<file path="config.mk">
export PLATFORM = sky130hd
export DESIGN_NAME = interp_filter
export DESIGN_NICKNAME = d
export VERILOG_FILES = /design/src/rtl/interp_filter_pkg.sv /design/src/rtl/interp_phase_mac.sv /design/src/rtl/interp_filter.sv
export SDC_FILE = /design/constraint.sdc
export NUM_CORES = 2
export LEC_CHECK = 0
export BUFFER_PORTS_ARGS = -buffer_cell sky130_fd_sc_hd__buf_4
export CAP_MARGIN = 40
export CORE_MARGIN = 10
export CORE_UTILIZATION = 40
export CTS_BUF_LIST = sky130_fd_sc_hd__clkbuf_4
export CTS_CLUSTER_SIZE = 12
export DETAILED_ROUTE_END_ITERATION = 7
export GPL_ROUTABILITY_DRIVEN = 0
export PLACE_DENSITY = 0.59
export SLEW_MARGIN = 20
export SYNTH_ARGS = -nofsm -noshare
export SYNTH_HDL_FRONTEND = slang
export SYNTH_SLANG_ARGS = --single-unit
</file>
<file path="constraint.sdc">
create_clock -name clk -period 29.2 [get_ports clk]
set_input_delay 1.46 -clock clk [delete_from_list [all_inputs] [get_ports clk]]
set_output_delay 1.46 -clock clk [all_outputs]
set_load 0.02 [all_outputs]
</file>
<file path="src/rtl/interp_filter_pkg.sv">
// rtl/interp_filter_pkg.sv - shared constants, FSM states and coefficient ROM for interp_filter
package interp_filter_pkg;

  localparam int IDATA_WIDTH_DEF    = 16;
  localparam int COEFF_WIDTH_DEF    = 16;
  localparam int OUT_WIDTH_DEF      = 16;
  localparam int FIR_TAP_DEF        = 32;
  localparam int INTERP_DEF         = 4;
  localparam int TAPS_PER_PHASE_DEF = FIR_TAP_DEF / INTERP_DEF;
  localparam int COEFF_IDX_W        = $clog2(FIR_TAP_DEF);

  // Round half up before dropping the Q1.15 fraction.
  localparam int RND_SHIFT = COEFF_WIDTH_DEF - 1;
  localparam int RND_CONST = 1 << (COEFF_WIDTH_DEF - 2);

  typedef enum logic [1:0] {IDLE, CALC, HOLD} state_t;

  // Symmetric prototype: h[n] == h[31-n]; every polyphase branch sums to 32768.
  function automatic logic signed [COEFF_WIDTH_DEF-1:0] coeff(input logic [COEFF_IDX_W-1:0] idx);
    logic [COEFF_IDX_W-2:0] m;
    m = idx[COEFF_IDX_W-1] ? ~idx[COEFF_IDX_W-2:0] : idx[COEFF_IDX_W-2:0];
    case (m)
      4'd0:  coeff = -16'sd40;
      4'd1:  coeff = -16'sd80;
      4'd2:  coeff = -16'sd150;
      4'd3:  coeff = -16'sd200;
      4'd4:  coeff = -16'sd300;
      4'd5:  coeff = -16'sd350;
      4'd6:  coeff = -16'sd100;
      4'd7:  coeff = 16'sd500;
      4'd8:  coeff = 16'sd2000;
      4'd9:  coeff = 16'sd3000;
      4'd10: coeff = 16'sd4500;
      4'd11: coeff = 16'sd6000;
      4'd12: coeff = 16'sd9000;
      4'd13: coeff = 16'sd11000;
      4'd14: coeff = 16'sd14948;
      default: coeff = 16'sd15808;
    endcase
  endfunction

endpackage

</file>
<file path="src/rtl/interp_phase_mac.sv">
// rtl/interp_phase_mac.sv - one polyphase branch: parallel multiplies, adder tree, enabled result register
module interp_phase_mac
  import interp_filter_pkg::*;
#(
  parameter int IDATA_WIDTH    = IDATA_WIDTH_DEF,
  parameter int COEFF_WIDTH    = COEFF_WIDTH_DEF,
  parameter int TAPS_PER_PHASE = TAPS_PER_PHASE_DEF,
  parameter int INTERP         = INTERP_DEF,
  parameter int PHASE_W        = 2,
  parameter int ACC_W          = 35
) (
  input  logic                                      clk,
  input  logic                                      rst,
  input  logic                                      en,
  input  logic [PHASE_W-1:0]                        phase,
  input  logic [TAPS_PER_PHASE-1:0][IDATA_WIDTH-1:0] taps,
  output logic signed [ACC_W-1:0]                   acc
);

  localparam int PROD_W = IDATA_WIDTH + COEFF_WIDTH;

  logic signed [ACC_W-1:0] sum;

  // Branch `phase` uses every INTERP-th coefficient starting at h[phase].
  always_comb begin
    sum = '0;
    for (int k = 0; k < TAPS_PER_PHASE; k++) begin
      sum = sum + ACC_W'(PROD_W'($signed(taps[k]))
                       * PROD_W'(coeff(COEFF_IDX_W'(phase) + COEFF_IDX_W'(INTERP * k))));
    end
  end

  always_ff @(posedge clk) begin
    if (rst) begin
      acc <= '0;
    end else if (en) begin
      acc <= sum;
    end
  end

endmodule

</file>
<file path="src/rtl/interp_filter.sv">
// rtl/interp_filter.sv - 4x polyphase interpolating FIR; INTERP_FILTER_SAT_EN enables output clamping
module interp_filter
  import interp_filter_pkg::*;
#(
  parameter int IDATA_WIDTH = IDATA_WIDTH_DEF,
  parameter int COEFF_WIDTH = COEFF_WIDTH_DEF,
  parameter int OUT_WIDTH   = OUT_WIDTH_DEF,
  parameter int FIR_TAP     = FIR_TAP_DEF,
  parameter int INTERP      = INTERP_DEF
) (
  input  logic                   clk,
  input  logic                   rst,
  input  logic [IDATA_WIDTH-1:0] in_data,
  input  logic                   in_valid,
  output logic                   in_ready,
  output logic [OUT_WIDTH-1:0]   out_data,
  output logic                   out_valid,
  input  logic                   out_ready
);

  localparam int TAPS_PER_PHASE = FIR_TAP / INTERP;
  localparam int PHASE_W        = $clog2(INTERP);
  localparam int ACC_W          = IDATA_WIDTH + COEFF_WIDTH + $clog2(TAPS_PER_PHASE);

`ifdef INTERP_FILTER_SAT_EN
  localparam bit SAT_EN = 1'b1;
`else
  localparam bit SAT_EN = 1'b0;
`endif

  localparam logic signed [ACC_W-1:0] SAT_MAX = ACC_W'((1 << (OUT_WIDTH - 1)) - 1);
  localparam logic signed [ACC_W-1:0] SAT_MIN = ACC_W'(-(1 << (OUT_WIDTH - 1)));

  state_t                                     state_q, state_d;
  logic [PHASE_W-1:0]                         phase_q, phase_d;
  logic [TAPS_PER_PHASE-1:0][IDATA_WIDTH-1:0] taps_q;
  logic                                       shift;
  logic                                       mac_en;
  logic signed [ACC_W-1:0]                    acc;
  logic signed [ACC_W-1:0]                    rounded;

  always_comb begin
    state_d = state_q;
    phase_d = phase_q;
    shift   = 1'b0;
    mac_en  = 1'b0;
    case (state_q)
      IDLE: begin
        if (in_valid) begin
          shift   = 1'b1;
          phase_d = '0;
          state_d = CALC;
        end
      end
      CALC: begin
        mac_en  = 1'b1;
        state_d = HOLD;
      end
      HOLD: begin
        if (out_ready) begin
          if (phase_q == PHASE_W'(INTERP - 1)) begin
            state_d = IDLE;
          end else begin
            phase_d = phase_q + 1'b1;
            state_d = CALC;
          end
        end
      end
      default: state_d = IDLE;
    endcase
  end

  always_ff @(posedge clk) begin
    if (rst) begin
      state_q <= IDLE;
      phase_q <= '0;
      taps_q  <= '0;
    end else begin
      state_q <= state_d;
      phase_q <= phase_d;
      if (shift) begin
        taps_q <= {taps_q[TAPS_PER_PHASE-2:0], in_data};
      end
    end
  end

  assign in_ready  = (state_q == IDLE);
  assign out_valid = (state_q == HOLD);

  interp_phase_mac #(
    .IDATA_WIDTH    (IDATA_WIDTH),
    .COEFF_WIDTH    (COEFF_WIDTH),
    .TAPS_PER_PHASE (TAPS_PER_PHASE),
    .INTERP         (INTERP),
    .PHASE_W        (PHASE_W),
    .ACC_W          (ACC_W)
  ) u_mac (
    .clk   (clk),
    .rst   (rst),
    .en    (mac_en),
    .phase (phase_q),
    .taps  (taps_q),
    .acc   (acc)
  );

  // out_data is a pure function of the held accumulator, so it stays stable through HOLD.
  assign rounded = (acc + ACC_W'(RND_CONST)) >>> RND_SHIFT;

  always_comb begin
    out_data = rounded[OUT_WIDTH-1:0];
    if (SAT_EN && (rounded > SAT_MAX)) begin
      out_data = SAT_MAX[OUT_WIDTH-1:0];
    end else if (SAT_EN && (rounded < SAT_MIN)) begin
      out_data = SAT_MIN[OUT_WIDTH-1:0];
    end
  end

endmodule

</file>
==> run metrics <==
CP startpoint=phase_q[0]; # Post-CTS Setup Buffers=0; synthesized area=65,300 um2; crit path DAT=12.21 ns; post-CTS sizing=0; crit-path most repeated cell=fa_1; Post-synth ARST share=0%; Req. time, crit path=30.05 ns; deepest clock path buffer count=2; Clock Latency Late Sink=1.00 ns; YS warnings=0; simple-gate share of the synthesized area=10.1%; most frequent cells in the layout=inv_1 (2,213), fa_1 (1,829), nand2_1 (618); total CTS buffers=17; CP endpoint=u_mac.acc[29]; r2r setup slk=17.84 ns; die area=180,000 um2; total track usage=21.8%; post-synthesis compound-gate area fraction=1.89%; routed vias=42,018; fmax=0.0881 GHz; sequential area share after synthesis=4.75%; Slew Viols, Final=0; root buf cell=clkbuf_4; # fillers=16,039; Pleak=36.8 nW; area grow syn2layout=4.59%; clk sink count=155; layout cells sized above 1=2.34%; std cell rows=148; IO buf count=37; Initial DRC Count=3,265; Syn Inst Count=6,720; min Tclk post-route=11.36 ns; Clock Pin Slew Worst Setup and Hold Paths=0.17 ns; Distinct cells, synth=54; Yosys reg bits=155; leading cell type in the layout, fill and taps excluded=inv_1; Vias/cell=4.77; Hold Crit Class=reg -> reg; # IOs=38; first-pass GRT wire length=295,000 um; startpoint types=flip-flop; Post-Syn Nets=9,176; r2r endpoint=u_mac.acc[29]; wire length per cell=21.3 um; DP HPWL=161,000 um; drt pass-1 iters=5; XOR/XNOR Fraction of Synth Area=1.53%; WL final=187,000 um; Cells after DPL=8,763; CP max stage cell=ha_4; pwr dens=63.7 nW/um2; main combinational cell family by area after synthesis=adder cells; largest net degree at the start of global routing=75; vias in the first global route=47,056; Post-route DRC=0; Initial Utilization=40.2%; clock skew=0.0683 ns; Finished Layout Cells=8,807; setup TNS=0 ns; RSZ-0062 raised after global routing=no; Yosys top cell by area=fa_1; Synth area leaders=fa_1 (56%), inv_1 (13%), ha_1 (12%); crit-path max cell delay=0.73 ns; TritonCTS clock tree=built; top_reg_cell synth=dfxtp_1; Worst setup EP type=flip-flop; post-synthesis adder-cell area fraction=67.7%; Max Cap Violations=0; relative slew slack=38.7%; Die X=424 um; Final Cycle Share=38.9%; FF-to-FF Start=phase_q[0]; status=completed; post-synthesis mux area share=0.0153%; Crit Path Max Fanout=35; Final Hold Fails=0; Synth top area share=56.1%; CTS H-tree lvls=4; Final nets=9,067; Crit Path Class=reg -> reg; R2R depth=31; Tightest Pin Transition=0.918 ns; final antenna-violating net count=0; die height=424 um; syn avg cell area=9.72 um2; final setup fails=0; remaining global-route overflow=0; initial antenna violation count=4; maximum vdd drop=0.354 mV; total core area=163,000 um2; Post-synth EDFFs=0; hold bufs inserted after CTS=0
-- sequential cells by signal (all words and copies together) (netlist names), named ones only --
name / count
phase_q: 2
state_q: 2
taps_q: 128
u_mac.acc: 17
-- cell families after synthesis --
kind of cell,Yosys count
AND/OR/NAND/NOR,1358
AO/OA/AOI/OAI,217
multiplexers,1
flip-flops,155
buffers and inverters,2439
XOR/XNOR,114
adder cells (fa/ha/maj),2436
-- critical path: cells and delay by family, from the launching register on --
family	cells	cell delay (ns)
buf+inv	9	1.65
compound gates	4	1.10
simple gates	5	0.90
fa+ha+maj	13	6.78
flops	1	0.70
-- synthesized netlist by cell type (4+ instances only) --
cell type and number:
xor2_1 25, ha_1 607, buf_1 25, xnor2_1 89, nand3_1 13, clkbuf_1 194
nand2b_1 66, inv_1 2215, fa_1 1829, o21ai_1 4, and2_1 300, nor2_1 145
a21oi_1 158, o21ai_0 13, dfxtp_1 155, and3_1 5, or2_2 9, nand2_1 619
a21o_1 10, nand4_1 4, o21a_1 5, a211oi_1 5, nor2b_1 182
-- area by class of cell --
cell class	instances	area (um2)	area share [%]
diodes	9	22.5	0.0330
clock buffers	18	135	0.198
clock inverters	13	120	0.176
inverters	2216	8320	12.2
multi-input cells	4126	53100	77.7
flip-flops and latches	155	3110	4.55
well taps	2175	2720	3.98
repair buffers	95	778	1.14
-- worst min-delay path by stage --
stage,from,to,slack [ns],cells after the start
3_3_place_gp,u_mac.acc[18],u_mac.acc[18],0.47,2
4_1_cts,u_mac.acc[18],u_mac.acc[18],0.49,2
6_report,u_mac.acc[18],u_mac.acc[18],0.50,2
5_1_grt,u_mac.acc[18],u_mac.acc[18],0.54,2
3_5_place_dp,u_mac.acc[18],u_mac.acc[18],0.47,2
2_1_floorplan,u_mac.acc[24],u_mac.acc[24],0.45,2
-- power breakdown --
| group | internal [mW] | total, mW | switching [mW] |
|---|---|---|---|
| Clock | 0.0431 | 0.166 | 0.123 |
| Combinational | 1.60 | 3.94 | 2.34 |
| Sequential | 0.223 | 0.242 | 0.0192 |
-- through the flow --
stage / instance area (um2) / util (%) / setup WS [ns] / power [mW] / hold slack, ns
finish: 68300 / 42.0 / 17.84 / 4.35 / 0.499
global route: 68300 / 42.0 / 17.38 / 4.82 / 0.540
CTS: 68200 / 42.0 / 18.02 / 4.31 / 0.493
detailed placement: 68000 / 41.8 / 18.09 / 4.13 / 0.471
global placement: 67900 / 41.8 / 18.22 / 4.08 / 0.468
floorplan: 65300 / - / 19.07 / 3.02 / 0.452
-- per-layer routing --
| metal | share of wire [%] | track usage [%] | vias to the layer above |
|---|---|---|---|
| met5 | 0 | 0 | - |
| met4 | 4.0 | 7.61 | 0 |
| met3 | 7.0 | 3.46 | 200 |
| met2 | 47 | 35.4 | 1426 |
| met1 | 42 | 29.7 | 21906 |
| li1 | - | - | 18486 |
Note: power is estimated with default switching activity, not from simulation.
